[src/rtl/sw_led_pkg.sv]
// Shared definitions for the switch-driven LED pattern controller.
// Contents: LED width, mode codes, initial patterns, and helpers that map
// switch codes to modes and modes to their initial LED pattern.
package sw_led_pkg;

  localparam int unsigned LedWidth = 4;

  typedef enum logic [2:0] {
    ModeOff      = 3'd0,
    ModeAllOn    = 3'd1,
    ModeShiftL   = 3'd2,
    ModeShiftR   = 3'd3,
    ModeBlink    = 3'd4,
    ModeCount    = 3'd5,
    ModePingPong = 3'd6
  } mode_e;

  localparam logic [LedWidth-1:0] PatOff      = 4'b0000;
  localparam logic [LedWidth-1:0] PatAllOn    = 4'b1111;
  localparam logic [LedWidth-1:0] PatShiftL   = 4'b0001;
  localparam logic [LedWidth-1:0] PatShiftR   = 4'b1000;
  localparam logic [LedWidth-1:0] PatBlink    = 4'b0000;
  localparam logic [LedWidth-1:0] PatCount    = 4'b0000;
  localparam logic [LedWidth-1:0] PatPingPong = 4'b0001;

  // Ping-pong turn-around points.
  localparam logic [LedWidth-1:0] PatEndMsb = 4'b1000;
  localparam logic [LedWidth-1:0] PatEndLsb = 4'b0001;

  // Code 7 is a second OFF encoding, so it collapses onto ModeOff.
  function automatic mode_e decode_mode(input logic [2:0] code);
    mode_e m;
    case (code)
      3'd1:    m = ModeAllOn;
      3'd2:    m = ModeShiftL;
      3'd3:    m = ModeShiftR;
      3'd4:    m = ModeBlink;
      3'd5:    m = ModeCount;
      3'd6:    m = ModePingPong;
      default: m = ModeOff;
    endcase
    return m;
  endfunction

  function automatic logic [LedWidth-1:0] init_pattern(input mode_e m);
    logic [LedWidth-1:0] p;
    case (m)
      ModeAllOn:    p = PatAllOn;
      ModeShiftL:   p = PatShiftL;
      ModeShiftR:   p = PatShiftR;
      ModeBlink:    p = PatBlink;
      ModeCount:    p = PatCount;
      ModePingPong: p = PatPingPong;
      default:      p = PatOff;
    endcase
    return p;
  endfunction

endpackage

[src/rtl/sw_debounce.sv]
// Two-flop synchronizer followed by a vector debouncer.
// The synchronized vector is accepted only after it has held the same value
// for DEBOUNCE_CYCLES consecutive cycles; any change restarts the count.
// Ports:
//   clk_in - clock
//   rst    - asynchronous active-high reset
//   sw_raw - raw asynchronous switch inputs
//   sw_db  - debounced, synchronous switch vector
module sw_debounce #(
  parameter int unsigned WIDTH           = 4,
  parameter int unsigned DEBOUNCE_CYCLES = 50_000
) (
  input  logic             clk_in,
  input  logic             rst,
  input  logic [WIDTH-1:0] sw_raw,
  output logic [WIDTH-1:0] sw_db
);

  localparam int unsigned CntW =
      ($clog2(DEBOUNCE_CYCLES + 1) < 1) ? 1 : $clog2(DEBOUNCE_CYCLES + 1);
  localparam logic [CntW-1:0] CntMax = CntW'(DEBOUNCE_CYCLES);

  logic [WIDTH-1:0] sync1_q, sync2_q;
  logic [WIDTH-1:0] prev_q;
  logic [WIDTH-1:0] db_q, db_d;
  logic [CntW-1:0]  cnt_q, cnt_d;

  // cnt_d is the number of consecutive cycles sync2_q has held its value,
  // including the cycle being evaluated; saturates at DEBOUNCE_CYCLES.
  always_comb begin
    cnt_d = cnt_q;
    db_d  = db_q;
    if (sync2_q != prev_q) begin
      cnt_d = CntW'(1);
    end else if (cnt_q < CntMax) begin
      cnt_d = cnt_q + CntW'(1);
    end
    if (cnt_d >= CntMax) begin
      db_d = sync2_q;
    end
  end

  always_ff @(posedge clk_in or posedge rst) begin
    if (rst) begin
      sync1_q <= '0;
      sync2_q <= '0;
      prev_q  <= '0;
      db_q    <= '0;
      cnt_q   <= '0;
    end else begin
      sync1_q <= sw_raw;
      sync2_q <= sync1_q;
      prev_q  <= sync2_q;
      db_q    <= db_d;
      cnt_q   <= cnt_d;
    end
  end

  assign sw_db = db_q;

endmodule

[src/rtl/led_pattern_ctrl.sv]
// LED pattern controller: debounced switches select one of several LED
// patterns that advance once per tick.
// Ports:
//   clk_in - clock, all logic on rising edge
//   rst    - asynchronous active-high reset
//   sw     - raw switches; sw[2:0] select the mode, sw[3] pauses
//   led    - registered LED drive
//   tick   - one-cycle pulse on each pattern-advance instant
//   mode   - currently active mode code
module led_pattern_ctrl
  import sw_led_pkg::*;
#(
  parameter int unsigned CLK_HZ          = 5_000_000,
  parameter int unsigned TICK_HZ         = 1,
  parameter int unsigned DEBOUNCE_CYCLES = 50_000
) (
  input  logic                clk_in,
  input  logic                rst,
  input  logic [3:0]          sw,
  output logic [LedWidth-1:0] led,
  output logic                tick,
  output logic [2:0]          mode
);

  localparam int unsigned TickDiv  = (CLK_HZ / TICK_HZ < 1) ? 1 : CLK_HZ / TICK_HZ;
  localparam int unsigned TickCntW = ($clog2(TickDiv) < 1) ? 1 : $clog2(TickDiv);
  localparam logic [TickCntW-1:0] TickLast = TickCntW'(TickDiv - 1);

  logic [3:0]          sw_db;
  logic                pause;
  mode_e               mode_dec;
  logic                mode_change;
  logic                at_tc;
  logic                tick_int;

  mode_e               mode_q, mode_d;
  logic [LedWidth-1:0] led_q, led_d;
  logic                dir_left_q, dir_left_d;
  logic [TickCntW-1:0] tick_cnt_q, tick_cnt_d;

  sw_debounce #(
    .WIDTH          (4),
    .DEBOUNCE_CYCLES(DEBOUNCE_CYCLES)
  ) u_sw_debounce (
    .clk_in(clk_in),
    .rst   (rst),
    .sw_raw(sw),
    .sw_db (sw_db)
  );

  always_comb begin
    mode_dec    = decode_mode(sw_db[2:0]);
    pause       = sw_db[3];
    mode_change = (mode_dec != mode_q);
    at_tc       = (tick_cnt_q == TickLast);
    // A pending mode load swallows any tick in the same cycle.
    tick_int    = at_tc && !pause && !mode_change;

    tick_cnt_d = tick_cnt_q;
    if (mode_change || (at_tc && !pause)) begin
      tick_cnt_d = '0;
    end else if (!pause) begin
      tick_cnt_d = tick_cnt_q + TickCntW'(1);
    end

    mode_d     = mode_q;
    led_d      = led_q;
    dir_left_d = dir_left_q;
    if (mode_change) begin
      mode_d     = mode_dec;
      led_d      = init_pattern(mode_dec);
      dir_left_d = 1'b1;
    end else if (tick_int) begin
      unique case (mode_q)
        ModeOff, ModeAllOn: led_d = led_q;
        ModeShiftL:         led_d = {led_q[LedWidth-2:0], led_q[LedWidth-1]};
        ModeShiftR:         led_d = {led_q[0], led_q[LedWidth-1:1]};
        ModeBlink:          led_d = ~led_q;
        ModeCount:          led_d = led_q + LedWidth'(1);
        ModePingPong: begin
          if (dir_left_q) begin
            led_d = {led_q[LedWidth-2:0], 1'b0};
            if (led_d == PatEndMsb) dir_left_d = 1'b0;
          end else begin
            led_d = {1'b0, led_q[LedWidth-1:1]};
            if (led_d == PatEndLsb) dir_left_d = 1'b1;
          end
        end
        default: led_d = led_q;
      endcase
    end
  end

  always_ff @(posedge clk_in or posedge rst) begin
    if (rst) begin
      mode_q     <= ModeOff;
      led_q      <= PatOff;
      dir_left_q <= 1'b1;
      tick_cnt_q <= '0;
    end else begin
      mode_q     <= mode_d;
      led_q      <= led_d;
      dir_left_q <= dir_left_d;
      tick_cnt_q <= tick_cnt_d;
    end
  end

  assign led  = led_q;
  assign tick = tick_int;
  assign mode = mode_q;

endmodule

[config.mk]
export PLATFORM = sky130hd
export DESIGN_NAME = led_pattern_ctrl
export DESIGN_NICKNAME = d
export VERILOG_FILES = /design/src/rtl/sw_led_pkg.sv /design/src/rtl/sw_debounce.sv /design/src/rtl/led_pattern_ctrl.sv
export SDC_FILE = /design/constraint.sdc
export NUM_CORES = 1
export LEC_CHECK = 0
export ABC_AREA = 1
export ABC_CLOCK_PERIOD_IN_PS = 1700
export CORE_ASPECT_RATIO = 1.4
export CORE_MARGIN = 4
export CORE_UTILIZATION = 35
export DETAILED_ROUTE_END_ITERATION = 10
export MAX_ROUTING_LAYER = met4
export PLACE_DENSITY = 0.62
export SKIP_LAST_GASP = 1
export SLEW_MARGIN = 15
export SYNTH_ARGS = -nofsm -noshare
export SYNTH_HDL_FRONTEND = slang
export SYNTH_HIERARCHICAL = 1
export SYNTH_SLANG_ARGS = --single-unit
[constraint.sdc]
create_clock -name clk_in -period 1.7 [get_ports clk_in]
set_clock_uncertainty 0.1 [all_clocks]
set_input_delay 0.34 -clock clk_in [delete_from_list [all_inputs] [get_ports clk_in]]
set_output_delay 0.34 -clock clk_in [all_outputs]
set_load 0.01 [all_outputs]
==> results <==
- The final reports fail on setup timing.
- The total overflow reported by the global router is 0.
- Among the stages of the critical path, the cell type that occurs most often is sky130_fd_sc_hd__nand2_1.
- The type of destination of the critical path is a flip-flop.
- Across the VDD grid, the largest voltage drop is 0.000474 V.
- TritonCTS built the clock tree.
- The average instance in the mapped netlist occupies 6.78 um2.
- Summed over all instances, the cell type with the most area after synthesis is sky130_fd_sc_hd__dfrtp_1.
- The critical-path maximum fanout is 5.
- The initial antenna violation count is 0.
- The clock network is responsible for a little under three fifths of the overall power.
- The arrival time at the worst endpoint is 2120 ps.
- The top achievable clock speed is 500 MHz.
- The core region is 11800 um2.
- The final-report setup violation count is 34.
- The net switching power is between 0.8 and 0.9 mW.
- Dividing the detail-routed wire length by the instance count gives approximately 13 um.
- The family with the most delay on the worst path is simple AND/OR/NAND/NOR gates.
- The signal on the critical path passes through ha_4 > nand2_1 > inv_1 > nand2_2 > inv_1 > nand3_1 > nand2_1 > nand2_1 > nand2_1 > nand3_4 > inv_2 > o21ai_4 > buf_4 > nand3_2 > nand2_1.
- The repair_antennas step left the layout with diodes totalling 0.
- The max-capacitance violation count is 0.
- The leading cell type by number of instances after synthesis is sky130_fd_sc_hd__nand2_1.
- The category of the worst setup path launch point is a flip-flop.
- The critical path start-end classification is reg2reg.
- The ratio of routed vias to standard cells is ~4.8.
- The final number of max-transition violations came to 0.
- At the pin with the least slew margin, the transition time is approximately 410 ps.
- The die covers about 14000 um2.
- The total detailed-routing wirelength is 12700 um.
- The fraction of final layout cells sized beyond drive strength 1 is 40.6%.
- Across all setup checks in the final design, the least slack found is -300 ps.
- The required time of the critical path is 1820 ps.
- The total of fill cells in the finished design is ~1000.
- Once detail routing completed, the nets flagged for antenna violations numbered 0.
- Before antenna repair, the detailed router went through 5 iterations.
- The headroom to the max-slew limit is 72.4%.
- The synthesized design contains 63 register bits.
- The commonest cells after synthesis are 232 x sky130_fd_sc_hd__nand2_1, 71 x sky130_fd_sc_hd__nand3_1, 69 x sky130_fd_sc_hd__inv_1, 69 x sky130_fd_sc_hd__nor2_1, 62 x sky130_fd_sc_hd__dfrtp_1.
- Measured along the y axis, the die boundary spans 137 um.
- The area fraction of the dominant cell type after synthesis is 37.1%.
- The number of global-route vias before repair is 4498.
- Compared with the post-synthesis result, the final layout area differs by 58.2%.
- Summed over all failing endpoints, the final setup total negative slack is -5700 ps.
- In this run the deepest clock path goes through 2 buffers.
- The standby leakage power is approximately 3.3 nW.
- Clock-pin slew was measured on the worst setup and hold paths at approximately 60 ps.
- The slowest stage of the critical path is the sky130_fd_sc_hd__dfrtp_1 cell.
- Once the floorplan was initialized, standard cells occupied between 30% and 40% of the core.
- The synthesized netlist net count is 627.
- The number of clock sinks seen by CTS is 63.
- The gate count after technology mapping is 617.
- The number of distinct library cells after synthesis is 36.
- The Yosys step of the flow raised 6 warnings.
- After synthesis, flip-flops and latches occupy 37.7% of the total area.
- The violation count after the first detailed-route iteration is 195.
- The clock insertion delay at the later pin of the skew report is 340 ps.
- The global placement routability congestion is 0.946.
- The placed wire-length estimate after detailed placement is 8400 um.
- The root buffer selected by CTS is sky130_fd_sc_hd__clkbuf_16.
- The largest net degree at the start of global routing is 33.
- The count of boundary I/O pins is 14.
- The global router's overall resource usage is 18.7%.
- By area the synthesized netlist is led by sky130_fd_sc_hd__dfrtp_1 37%, sky130_fd_sc_hd__nand2_1 21%, sky130_fd_sc_hd__nand3_1 8.5%.
- The floorplan die width is 100 um.
- In this run the number of H-tree levels came out at 3.
- The peak per-stage delay on the critical path is 420 ps.
- The routed via count is between 4000 and 5000.
- The total number of placement rows is 47.
- Buffers placed on the I/O ports in this run total 13.
- The proportion of power drawn by combinational gates is 3.5%.
- Once layout is complete, the utilization of the core stands at 56.3%.
- The total count of hold-check failures in the final report is 0.
- Net switching is 22.7% of the power.
- The synthesized area is 4180 um2.
- The critical path contains buffers and inverters numbering 4 combined.
- The overall power is 3.73 mW.
- The final cycle utilization of the critical path is 118%.
- The number of synthesized flops with an enable pin is 0.
- The class of the tightest hold or removal check is reg2reg.
- The flow ran to the end, but the final reports show violations.
- The clock buffer count from CTS is 9.
- For this run, the leading register cell type out of synthesis is sky130_fd_sc_hd__dfrtp_1.
- The fraction of synthesis flops using an asynchronous set or reset pin is 100%.
- Counting I/O delays and the setup requirement, the final critical path takes between 2000 and 2500 ps.
- The cell-internal power is 2.88 mW.
- The register share of total power is 41.0%.
- The final routed DRC violation total is 0.
- The global-route wire length before repair is 20000 um.
- Power spread over the standard cell area amounts to 563 nW/um2.
- Setup repair after global routing could not meet its margin everywhere.
- The minimum setup slack after placement is -438 ps.
- The final net count is 803.
-- layer usage --
metal / track usage [%] / share of wire, % / up-vias / routed length, um
met2: 35.7 / 58 / 102 / 7390
met1: 18.8 / 36 / 2136 / 4630
met5: - / 0 / - / 0
met4: 6.52 / 2.3 / 0 / 292
met3: 3.55 / 3.4 / 31 / 431
li1: - / - / 2273 / -
-- power groups by stage --
stage / Clock [mW] / Combinational, mW / Sequential (mW)
after floorplan: 0 / 0.0543 / 1.55
after global placement: 0 / 0.111 / 1.55
after detailed placement: 0 / 0.114 / 1.55
after CTS: 2.10 / 0.118 / 1.53
after global routing: 2.18 / 0.145 / 1.53
final: 2.07 / 0.131 / 1.53
-- area by class of cell --
class | count | area, um2 | share of cell area [%]
clock buffers | 9 | 225 | 3.40
clock inverters | 7 | 103 | 1.55
inverters | 73 | 287 | 4.33
multi-input cells | 471 | 2680 | 40.5
flip-flops and latches | 63 | 1590 | 24.0
well taps | 147 | 184 | 2.78
repair buffers | 175 | 1550 | 23.5
-- stage by stage --
stage / cell area [um2] / hold slack (ps) / std cells
3_5_place_dp: 5400 / 236 / 881
4_1_cts: 6130 / 249 / 923
3_3_place_gp: 5400 / 233 / 881
6_report: 6620 / 248 / 945
2_1_floorplan: 4210 / 231 / 617
5_1_grt: 6620 / 256 / 945
-- registers in the layout, summed over array words and instances, names as in the netlist --
signal,flops
dir_left_q,1
led,4
mode,3
tick_cnt_q,23
u_sw_debounce/cnt_q,16
u_sw_debounce/prev_q,4
u_sw_debounce/sw_db,4
u_sw_debounce/sync1_q,4
u_sw_debounce/sync2_q,4
-- kinds of logic after synthesis --
logic type / share of synthesized area (%)
buffers and inverters: 8.61
adders and majority gates: 1.20
DFF: 37.7
AOI/OAI and AO/OA: 2.84
and+or+nand+nor: 45.7
xor gates and xnor gates: 3.98
-- path summary, 6_finish.rpt --
kind                       cells past startpoint                        to                     start  slack [ps]
max in group asynchronous                      3                dir_left_q                       rst         930
min reg2reg                                    0  u_sw_debounce/sync2_q[2]  u_sw_debounce/sync1_q[2]         250
max                                           15    u_sw_debounce/sw_db[0]    u_sw_debounce/cnt_q[0]        -300
min in group asynchronous                      3    u_sw_debounce/cnt_q[3]                       rst         310
min                                            0  u_sw_debounce/sync2_q[2]  u_sw_debounce/sync1_q[2]         250
max reg2reg                                   15    u_sw_debounce/sw_db[0]    u_sw_debounce/cnt_q[0]        -300
-- placed cells by master (no fill, tap or decap), types with 3 or more instances in the layout --
cell and n:
sky130_fd_sc_hd__inv_4 3, sky130_fd_sc_hd__dlygate4sd2_1 6, sky130_fd_sc_hd__nor3_1 3, sky130_fd_sc_hd__clkbuf_16 10
sky130_fd_sc_hd__nand2_1 187, sky130_fd_sc_hd__o21ai_0 5, sky130_fd_sc_hd__nand2_4 10, sky130_fd_sc_hd__clkdlybuf4s50_1 6
sky130_fd_sc_hd__inv_2 10, sky130_fd_sc_hd__xnor2_1 7, sky130_fd_sc_hd__buf_4 140, sky130_fd_sc_hd__nand4_1 15
sky130_fd_sc_hd__buf_6 10, sky130_fd_sc_hd__nor2_4 11, sky130_fd_sc_hd__nand3_4 7, sky130_fd_sc_hd__inv_6 3
sky130_fd_sc_hd__ha_1 3, sky130_fd_sc_hd__dfrtp_2 6, sky130_fd_sc_hd__nor2_2 21, sky130_fd_sc_hd__nor2_1 52
sky130_fd_sc_hd__nand2_2 48, sky130_fd_sc_hd__dfrtp_1 56, sky130_fd_sc_hd__buf_12 11, sky130_fd_sc_hd__o21ai_1 4
sky130_fd_sc_hd__inv_1 59, sky130_fd_sc_hd__xor2_1 12, sky130_fd_sc_hd__nand3_2 15, sky130_fd_sc_hd__nand3_1 52
-- timing repair --
action                     CTS  global route
gates resized for setup     65            87
setup buffers               29            27
setup endpoints to repair   39            39
hold buffers                 0             0
pin swaps                   27            51
cloned                       1             1
Note: power is estimated with default switching activity, not from simulation.
